--- src/rtl/nibble_serial_add_ctrl_pkg.sv ---
// Shared constants for the nibble-serial add/subtract sequencer.
package nibble_serial_add_ctrl_pkg;
    localparam int NIBBLE_W = 4;

    localparam logic [1:0] ST_IDLE = 2'd0;
    localparam logic [1:0] ST_RUN  = 2'd1;
    localparam logic [1:0] ST_DONE = 2'd2;
endpackage

--- src/rtl/nibble_serial_add_ctrl_four_bit_adder.sv ---
// Shared 4-bit ripple-carry adder; purely combinational.
module Four_Bit_Adder
    import nibble_serial_add_ctrl_pkg::*;
(
    input  logic [NIBBLE_W-1:0] a,
    input  logic [NIBBLE_W-1:0] b,
    input  logic                cin,
    output logic [NIBBLE_W-1:0] out,
    output logic                cout
);
    logic c;

    always_comb begin
        c   = cin;
        out = '0;
        for (int i = 0; i < NIBBLE_W; i++) begin
            out[i] = a[i] ^ b[i] ^ c;
            c      = (a[i] & b[i]) | (c & (a[i] ^ b[i]));
        end
        cout = c;
    end
endmodule

--- src/rtl/nibble_serial_add_ctrl.sv ---
// Wide add/subtract sequenced through one 4-bit adder, LSB nibble first,
// carry held in a register between nibbles.
module nibble_serial_add_ctrl
    import nibble_serial_add_ctrl_pkg::*;
#(
    parameter int NIBBLES = 4
) (
    input  logic                    clk,
    input  logic                    rst_n,
    input  logic                    start,
    input  logic [4*NIBBLES-1:0]    op_a,
    input  logic [4*NIBBLES-1:0]    op_b,
    input  logic                    cin,
    input  logic                    sub,
    output logic                    busy,
    output logic                    done,
    output logic [4*NIBBLES-1:0]    sum,
    output logic                    cout,
    output logic                    ovf
);
    localparam int W     = NIBBLE_W * NIBBLES;
    localparam int IDX_W = $clog2(NIBBLES);
    localparam logic [IDX_W-1:0] LAST_IDX = IDX_W'(NIBBLES - 1);

    logic [1:0]          state_q, state_d;
    logic [W-1:0]        opa_q, opa_d;
    logic [W-1:0]        opb_q, opb_d;
    logic [W-1:0]        res_q, res_d;
    logic [W-1:0]        sum_q, sum_d;
    logic [IDX_W-1:0]    idx_q, idx_d;
    logic                carry_q, carry_d;
    logic                a_msb_q, a_msb_d;
    logic                b_msb_q, b_msb_d;
    logic                cout_q, cout_d;
    logic                ovf_q, ovf_d;

    logic [NIBBLE_W-1:0] add_out;
    logic                add_cout;
    logic [W-1:0]        opb_eff;
    logic [W-1:0]        res_next;
    logic                accept;

    Four_Bit_Adder u_adder (
        .a    (opa_q[NIBBLE_W-1:0]),
        .b    (opb_q[NIBBLE_W-1:0]),
        .cin  (carry_q),
        .out  (add_out),
        .cout (add_cout)
    );

    // Subtraction is A + ~B + ~borrow, so inversion happens once at capture.
    assign opb_eff  = sub ? ~op_b : op_b;
    assign accept   = start && (state_q == ST_IDLE || state_q == ST_DONE);
    assign res_next = {add_out, res_q[W-1:NIBBLE_W]};

    always_comb begin
        state_d = state_q;
        opa_d   = opa_q;
        opb_d   = opb_q;
        res_d   = res_q;
        sum_d   = sum_q;
        idx_d   = idx_q;
        carry_d = carry_q;
        a_msb_d = a_msb_q;
        b_msb_d = b_msb_q;
        cout_d  = cout_q;
        ovf_d   = ovf_q;

        if (state_q == ST_RUN) begin
            opa_d   = opa_q >> NIBBLE_W;
            opb_d   = opb_q >> NIBBLE_W;
            res_d   = res_next;
            carry_d = add_cout;
            idx_d   = idx_q + 1'b1;
            if (idx_q == LAST_IDX) begin
                state_d = ST_DONE;
                idx_d   = '0;
                sum_d   = res_next;
                cout_d  = add_cout;
                ovf_d   = (a_msb_q == b_msb_q) && (add_out[NIBBLE_W-1] != a_msb_q);
            end
        end else if (accept) begin
            state_d = ST_RUN;
            opa_d   = op_a;
            opb_d   = opb_eff;
            carry_d = sub ? ~cin : cin;
            idx_d   = '0;
            a_msb_d = op_a[W-1];
            b_msb_d = opb_eff[W-1];
        end else begin
            state_d = ST_IDLE;
        end
    end

    always_ff @(posedge clk or negedge rst_n) begin
        if (!rst_n) begin
            state_q <= ST_IDLE;
            opa_q   <= '0;
            opb_q   <= '0;
            res_q   <= '0;
            sum_q   <= '0;
            idx_q   <= '0;
            carry_q <= 1'b0;
            a_msb_q <= 1'b0;
            b_msb_q <= 1'b0;
            cout_q  <= 1'b0;
            ovf_q   <= 1'b0;
        end else begin
            state_q <= state_d;
            opa_q   <= opa_d;
            opb_q   <= opb_d;
            res_q   <= res_d;
            sum_q   <= sum_d;
            idx_q   <= idx_d;
            carry_q <= carry_d;
            a_msb_q <= a_msb_d;
            b_msb_q <= b_msb_d;
            cout_q  <= cout_d;
            ovf_q   <= ovf_d;
        end
    end

    assign busy = (state_q == ST_RUN);
    assign done = (state_q == ST_DONE);
    assign sum  = sum_q;
    assign cout = cout_q;
    assign ovf  = ovf_q;
endmodule
--- config.mk ---
export PLATFORM = sky130hd
export DESIGN_NAME = nibble_serial_add_ctrl
export DESIGN_NICKNAME = d
export VERILOG_FILES = /design/src/rtl/nibble_serial_add_ctrl_pkg.sv /design/src/rtl/nibble_serial_add_ctrl_four_bit_adder.sv /design/src/rtl/nibble_serial_add_ctrl.sv
export SDC_FILE = /design/constraint.sdc
export NUM_CORES = 1
export LEC_CHECK = 0
export CORE_ASPECT_RATIO = 0.9
export CORE_MARGIN = 2
export CORE_UTILIZATION = 53
export CTS_BUF_LIST = sky130_fd_sc_hd__clkbuf_2
export DETAILED_ROUTE_END_ITERATION = 10
export GPL_TIMING_DRIVEN = 0
export PLACE_DENSITY = 0.88
export SLEW_MARGIN = 20
export SYNTH_ARGS = -nofsm -noshare
export SYNTH_HDL_FRONTEND = slang
export SYNTH_SLANG_ARGS = --single-unit
--- constraint.sdc ---
create_clock -name clk -period 4.3 [get_ports clk]
set_clock_uncertainty 0.05 [all_clocks]
set_input_delay 1.29 -clock clk [delete_from_list [all_inputs] [get_ports clk]]
set_output_delay 1.29 -clock clk [all_outputs]
set_load 0.03 [all_outputs]
Word level (Yosys, flattened, before mapping)
Cells that the tools add are included.
{"block": "op_classes", "bitwise_logic": 23, "eq_ne": 6, "n_addsub": 1, "n_reduce_logical": 7, "n_mux": 14}
{"cell": "16-bit 2-to-1 mux", "count": 5}
{"cell": "16-bit NOT", "count": 1}
{"cell": "2-bit 2-to-1 mux", "count": 5}
{"cell": "1-bit bitwise AND", "count": 8}
{"cell": "1-bit bitwise XOR", "count": 8}
{"cell": "2-bit == test, second input constant", "count": 2}
{"cell": "1-bit 2-to-1 mux", "count": 4}
{"cell": "1-bit bitwise OR", "count": 4}
{"cell": "2-bit AND reduction", "count": 2}
{"cell": "2-bit by 1-bit adder with 2-bit output, second input constant", "count": 1}
{"cell": "2-bit by 1-bit == test with 1-bit output, second input constant", "count": 1}
{"cell": "1-bit logical AND", "count": 2}
{"cell": "2-bit zero test", "count": 1}
{"cell": "2-bit by 1-bit inequality test with 1-bit output, second input constant", "count": 1}
{"cell": "1-bit NOT", "count": 2}
{"cell": "2-bit nonzero test", "count": 1}
{"cell": "1-bit == test", "count": 1}
{"cell": "1-bit logical OR", "count": 1}
{"cell": "1-bit inequality test", "count": 1}
{"block": "word_totals", "out_inout_bits": 20, "inputBits": 37, "wordCells": 62, "register_bits": 73}

Logic depth before layout (Yosys ltp)
{"block": "depth", "depth_word": 10, "depth_mapped": 9}

By module
From an unflattened synthesis, not the netlist that was laid out.
{"block": "unflattened", "hier_cells": 266, "hier_area_um2": 3041.7}
{"module": "nibble_serial_add_ctrl", "cells_per_inst": 252, "area_per_inst_um2": 2924.1, "n_inst": 1, "seq_area_each_um2": 1726.7}
{"module": "Four_Bit_Adder", "cells_per_inst": 14, "area_per_inst_um2": 117.6, "n_inst": 1, "seq_area_each_um2": 0.0}

Worst setup path after synthesis
No wires, ideal clock.
{"block": "synth_path", "kind": "register to register", "start": "reg opa_q[0]", "end": "reg ovf_q (netlist: ovf)", "required_ns": 4.168, "slack_ns": 1.771, "arrival_ns": 2.397, "path_stages_with_launch": 10, "setup_ns": 0.082, "cell_sequence": "dfrtp_1 fa_1 inv_1 fa_1 inv_1 fa_1 inv_1 fa_1 or3_1 a31oi_1"}
{"block": "synth_via", "elab_chain_len": 10, "elab_cells_between_ends": 11}
{"element": "from (decl)", "line_no": "nibble_serial_add_ctrl.sv:26", "text": "logic [W-1:0] opa_q, opa_d;"}
{"element": "from (signal assigned)", "line_no": "nibble_serial_add_ctrl.sv:110", "text": "opa_q <= opa_d;"}
{"element": "1-bit bitwise XOR", "line_no": "nibble_serial_add_ctrl_four_bit_adder.sv:18", "text": "c = (a[i] & b[i]) | (c & (a[i] ^ b[i]));"}
{"element": "1-bit bitwise AND", "line_no": "nibble_serial_add_ctrl_four_bit_adder.sv:18"}
{"element": "1-bit bitwise OR *", "line_no": "nibble_serial_add_ctrl_four_bit_adder.sv:18"}
{"element": "1-bit bitwise AND *", "line_no": "nibble_serial_add_ctrl_four_bit_adder.sv:18"}
{"element": "1-bit bitwise OR *", "line_no": "nibble_serial_add_ctrl_four_bit_adder.sv:18"}
{"element": "1-bit bitwise AND *", "line_no": "nibble_serial_add_ctrl_four_bit_adder.sv:18"}
{"element": "1-bit bitwise OR *", "line_no": "nibble_serial_add_ctrl_four_bit_adder.sv:18"}
{"element": "1-bit bitwise XOR *", "line_no": "nibble_serial_add_ctrl_four_bit_adder.sv:17", "text": "out[i] = a[i] ^ b[i] ^ c;"}
{"element": "1-bit inequality test *", "line_no": "nibble_serial_add_ctrl.sv:80", "text": "ovf_d = (a_msb_q == b_msb_q) && (add_out[NIBBLE_W-1] != a_msb_q);"}
{"element": "1-bit logical AND *", "line_no": "nibble_serial_add_ctrl.sv:80"}
{"element": "to (signal assigned)", "line_no": "nibble_serial_add_ctrl.sv:119", "text": "ovf_q <= ovf_d;"}
{"element": "to (decl)", "line_no": "nibble_serial_add_ctrl.sv:35", "text": "logic ovf_q, ovf_d;"}
Mark *: on every way between the ends. The rest lies on a longest branch, timed or not.
A chain may end at the register's enable or synchronous reset.

Worst setup path after layout
{"block": "layout_path", "start": "reg state_q[1]", "end": "out busy"}
{"block": "layout_via", "elab_chain_len": 1}
{"element": "from (decl)", "line_no": "nibble_serial_add_ctrl.sv:25", "text": "logic [1:0] state_q, state_d;"}
{"element": "from (signal assigned)", "line_no": "nibble_serial_add_ctrl.sv:109", "text": "state_q <= state_d;"}
{"element": "2-bit by 1-bit == test with 1-bit output", "line_no": "nibble_serial_add_ctrl.sv:123", "text": "assign busy = (state_q == ST_RUN);"}
{"element": "to (decl)", "line_no": "nibble_serial_add_ctrl.sv:15", "text": "output logic busy,"}
No other way between the ends.

==> results_dict.tcl <==
set metrics [dict create \
    status "finished, final reports clean" \
    hp-class "reg -> reg" \
    syn_to_final_growth_pct 25.3 \
    grt.total_usage_pct 22.2 \
    final_cell_mix "dfrtp_1 (69), clkdlybuf4s50_1 (54), nand2_1 (52)" \
    drive_gt1_share_pct 13.8 \
    path_max_fanout 10 \
    core_mm2 0.00532 \
    crit_arrival_ns 2.34 \
    die_h_um 75.1 \
    crit_type "reg -> out" \
    syn_area_mm2 0.00297 \
    cts_buffer_depth 2 \
    peakVddDrop_mv 0.410 \
    cts.sinks 69 \
    antenna_found_initial 0 \
    cts.clk_slew.worst_paths_ns 0.17 \
    place_inst 385 \
    io_pins 57 \
    antenna_left 0 \
    yosysSeqAreaShare_pct 58.1 \
    synth_area_leader_cell "dfrtp_1" \
    yosys-top-cells-area "dfrtp_1 (58%), nand2_1 (6.6%), a221o_1 (4.7%)" \
    post-route-worst-setup-slack_ns 0.619 \
    vias 2193 \
    setup_violations 0 \
    ys_warn_count 0 \
    clkLatencyLatePin_ns 0.51 \
    htree_levels 3 \
    syn_inst 262 \
    syn_nets 304 \
    hold_start "res_q[7]" \
    drv_slew 0 \
    r2r-start "opa_q[0]" \
    layout_commonest_cell "dfrtp_1" \
    worstSetupEndpointType "output port" \
    preCtsSetupSlack_ns 1.24 \
    critPathRequiredTime_ns 2.96 \
    cts-buffers-inserted 9 \
    ys.flop_type "dfrtp_1" \
    ys_types 29 \
    slew_headroom_pct 71.3 \
    ys_async_sr_fraction_pct 100 \
    dp_hpwl_mm 4.50 \
    via_per_inst 5.48 \
    drtPass1Iterations 4 \
    cpPeakStageDelay_ns 0.70 \
    drtIter0Drc 132 \
    cts_root_buf "clkbuf_2" \
    cts-resized-gates 0 \
    period_needed_ns 3.68 \
    postCtsSetupRepairBufs 0 \
    fin_util_pct 70.0 \
    gp_congestion 0.800 \
    finalHoldViolations 0 \
    synth-seq-cells 69 \
    post-route-drc-count 0 \
    r2r_slack_ns 1.60 \
    cts_tree "done" \
    power.leakage_nw 1.76 \
    p_per_area_mw_per_mm2 750 \
    wirelength_mm 6.22 \
    wl_met1_mm 2.69 \
    hold_buffers 0 \
    crit_path_start "state_q[1]" \
    floorplan.rows 25 \
    wl_met2_mm 3.05 \
    grt_max_degree 44 \
    dr_wl_met3_um 370 \
    highest_layer "met4" \
    grt_overflow_total 0 \
    synth-edff-count 0 \
    instances_no_fill 400 \
    fmax_mhz 272 \
    fin_crit_sh_pct 85.6 \
    worstSetupStartpointType "flop" \
    cp_cell_sequence "nand2b_1 > inv_2 > buf_4 > buf_2 > clkdlybuf4s50_1" \
    wire_per_inst_um 15.6 \
    finalPower_w 0.00279 \
    cpMaxStageDelayCell "clkdlybuf4s50_1" \
    grt_first_pass_wirelength_mm 10.5 \
    grt_pass1_vias 2272 \
    die_w_um 82.9 \
    maxCapViolCount 0 \
    dieArea_mm2 0.00623 \
    synth_area_per_cell_um2 11.3 \
    rsz0062_at_grt "false" \
    nets 371 \
    antenna_cells 0 \
    port-buffer-count 55 \
    synth_top_area_share_pct 58.1 \
    start_util_pct 55.9 \
    max_slew.worst_pin.slew_ns 0.431 \
]
[per-layer routing]
metal  global-route usage (%)  vias up
li1                         -     1031
met2                     39.2       79
met1                     25.3     1070
met5                        0        -
met4                     8.38        0
met3                     8.22       13
[synth_stat cells, types with 4 or more instances]
| cell | n |
|---|---|
| fa_1 | 4 |
| xnor2_1 | 13 |
| a221o_1 | 14 |
| nand2_1 | 52 |
| xor2_1 | 4 |
| mux2_2 | 12 |
| o21ai_0 | 6 |
| inv_1 | 8 |
| nor2_1 | 13 |
| buf_2 | 14 |
| a22oi_1 | 10 |
| dfrtp_1 | 69 |
| nand3_1 | 13 |
| a22o_1 | 8 |
[where the power goes]
group | switching (W) | internal (W) | total [W]
Sequential | 0.000187 | 0.000947 | 0.00113
Clock | 0.000220 | 0.000125 | 0.000345
Combinational | 0.000736 | 0.000578 | 0.00131
Total | 0.00114 | 0.00165 | 0.00279
[cells by family (layout without fill, tap and decap cells)]
logic type	count (synthesis)	in the layout	synth area share, %
adder cells (fa/ha/maj)	5	5	3.11
AO/OA/AOI/OAI	42	42	11.5
AND/OR/NAND/NOR	87	87	12.2
multiplexers	14	14	5.30
buffers and inverters	28	99	4.76
flip-flops	69	69	58.1
XOR/XNOR	17	17	5.01
[cell type report]
class	instances	area, um2
flip-flops and latches	69	1730
clock buffers	9	45.0
multi-input cells	165	1100
inverters	9	33.8
repair buffers	56	568
fillers	428	1590
plain buffers	19	108
clock inverters	6	55.1
well taps	67	83.8
[flip-flops by register name, indices dropped and copies added (netlist names)]
register / count
b_msb_q: 1
res_q: 12
cout: 1
carry_q: 1
opb_q: 16
ovf: 1
opa_q: 16
idx_q: 2
state_q: 2
sum: 16
a_msb_q: 1
[worst max-delay path: cells and delay by family (launching register included)]
| kind | cells | cell delay, ns |
|---|---|---|
| buf+inv | 4 | 1.20 |
| flops | 1 | 0.42 |
| simple gates | 1 | 0.20 |
[per-stage QoR]
step | TNS, ns | cell area [um2] | hold WS, ns
floorplan | 0 | 2970 | 0.389
global placement | -18.09 | 3610 | 0.405
detailed placement | 0 | 3620 | 0.428
CTS | 0 | 3720 | 0.469
global route | 0 | 3720 | 0.490
finish | 0 | 3720 | 0.460
[worst paths after layout]
check	end	cells after the start
min in group asynchronous	sum[5]	1
worst min-delay path	res_q[7]	2
worst max-delay path	busy	5
max in group asynchronous	opa_q[7]	2
worst min register to register	res_q[7]	2
worst max register to register	ovf	9
Power figures use the tool's default switching activity.
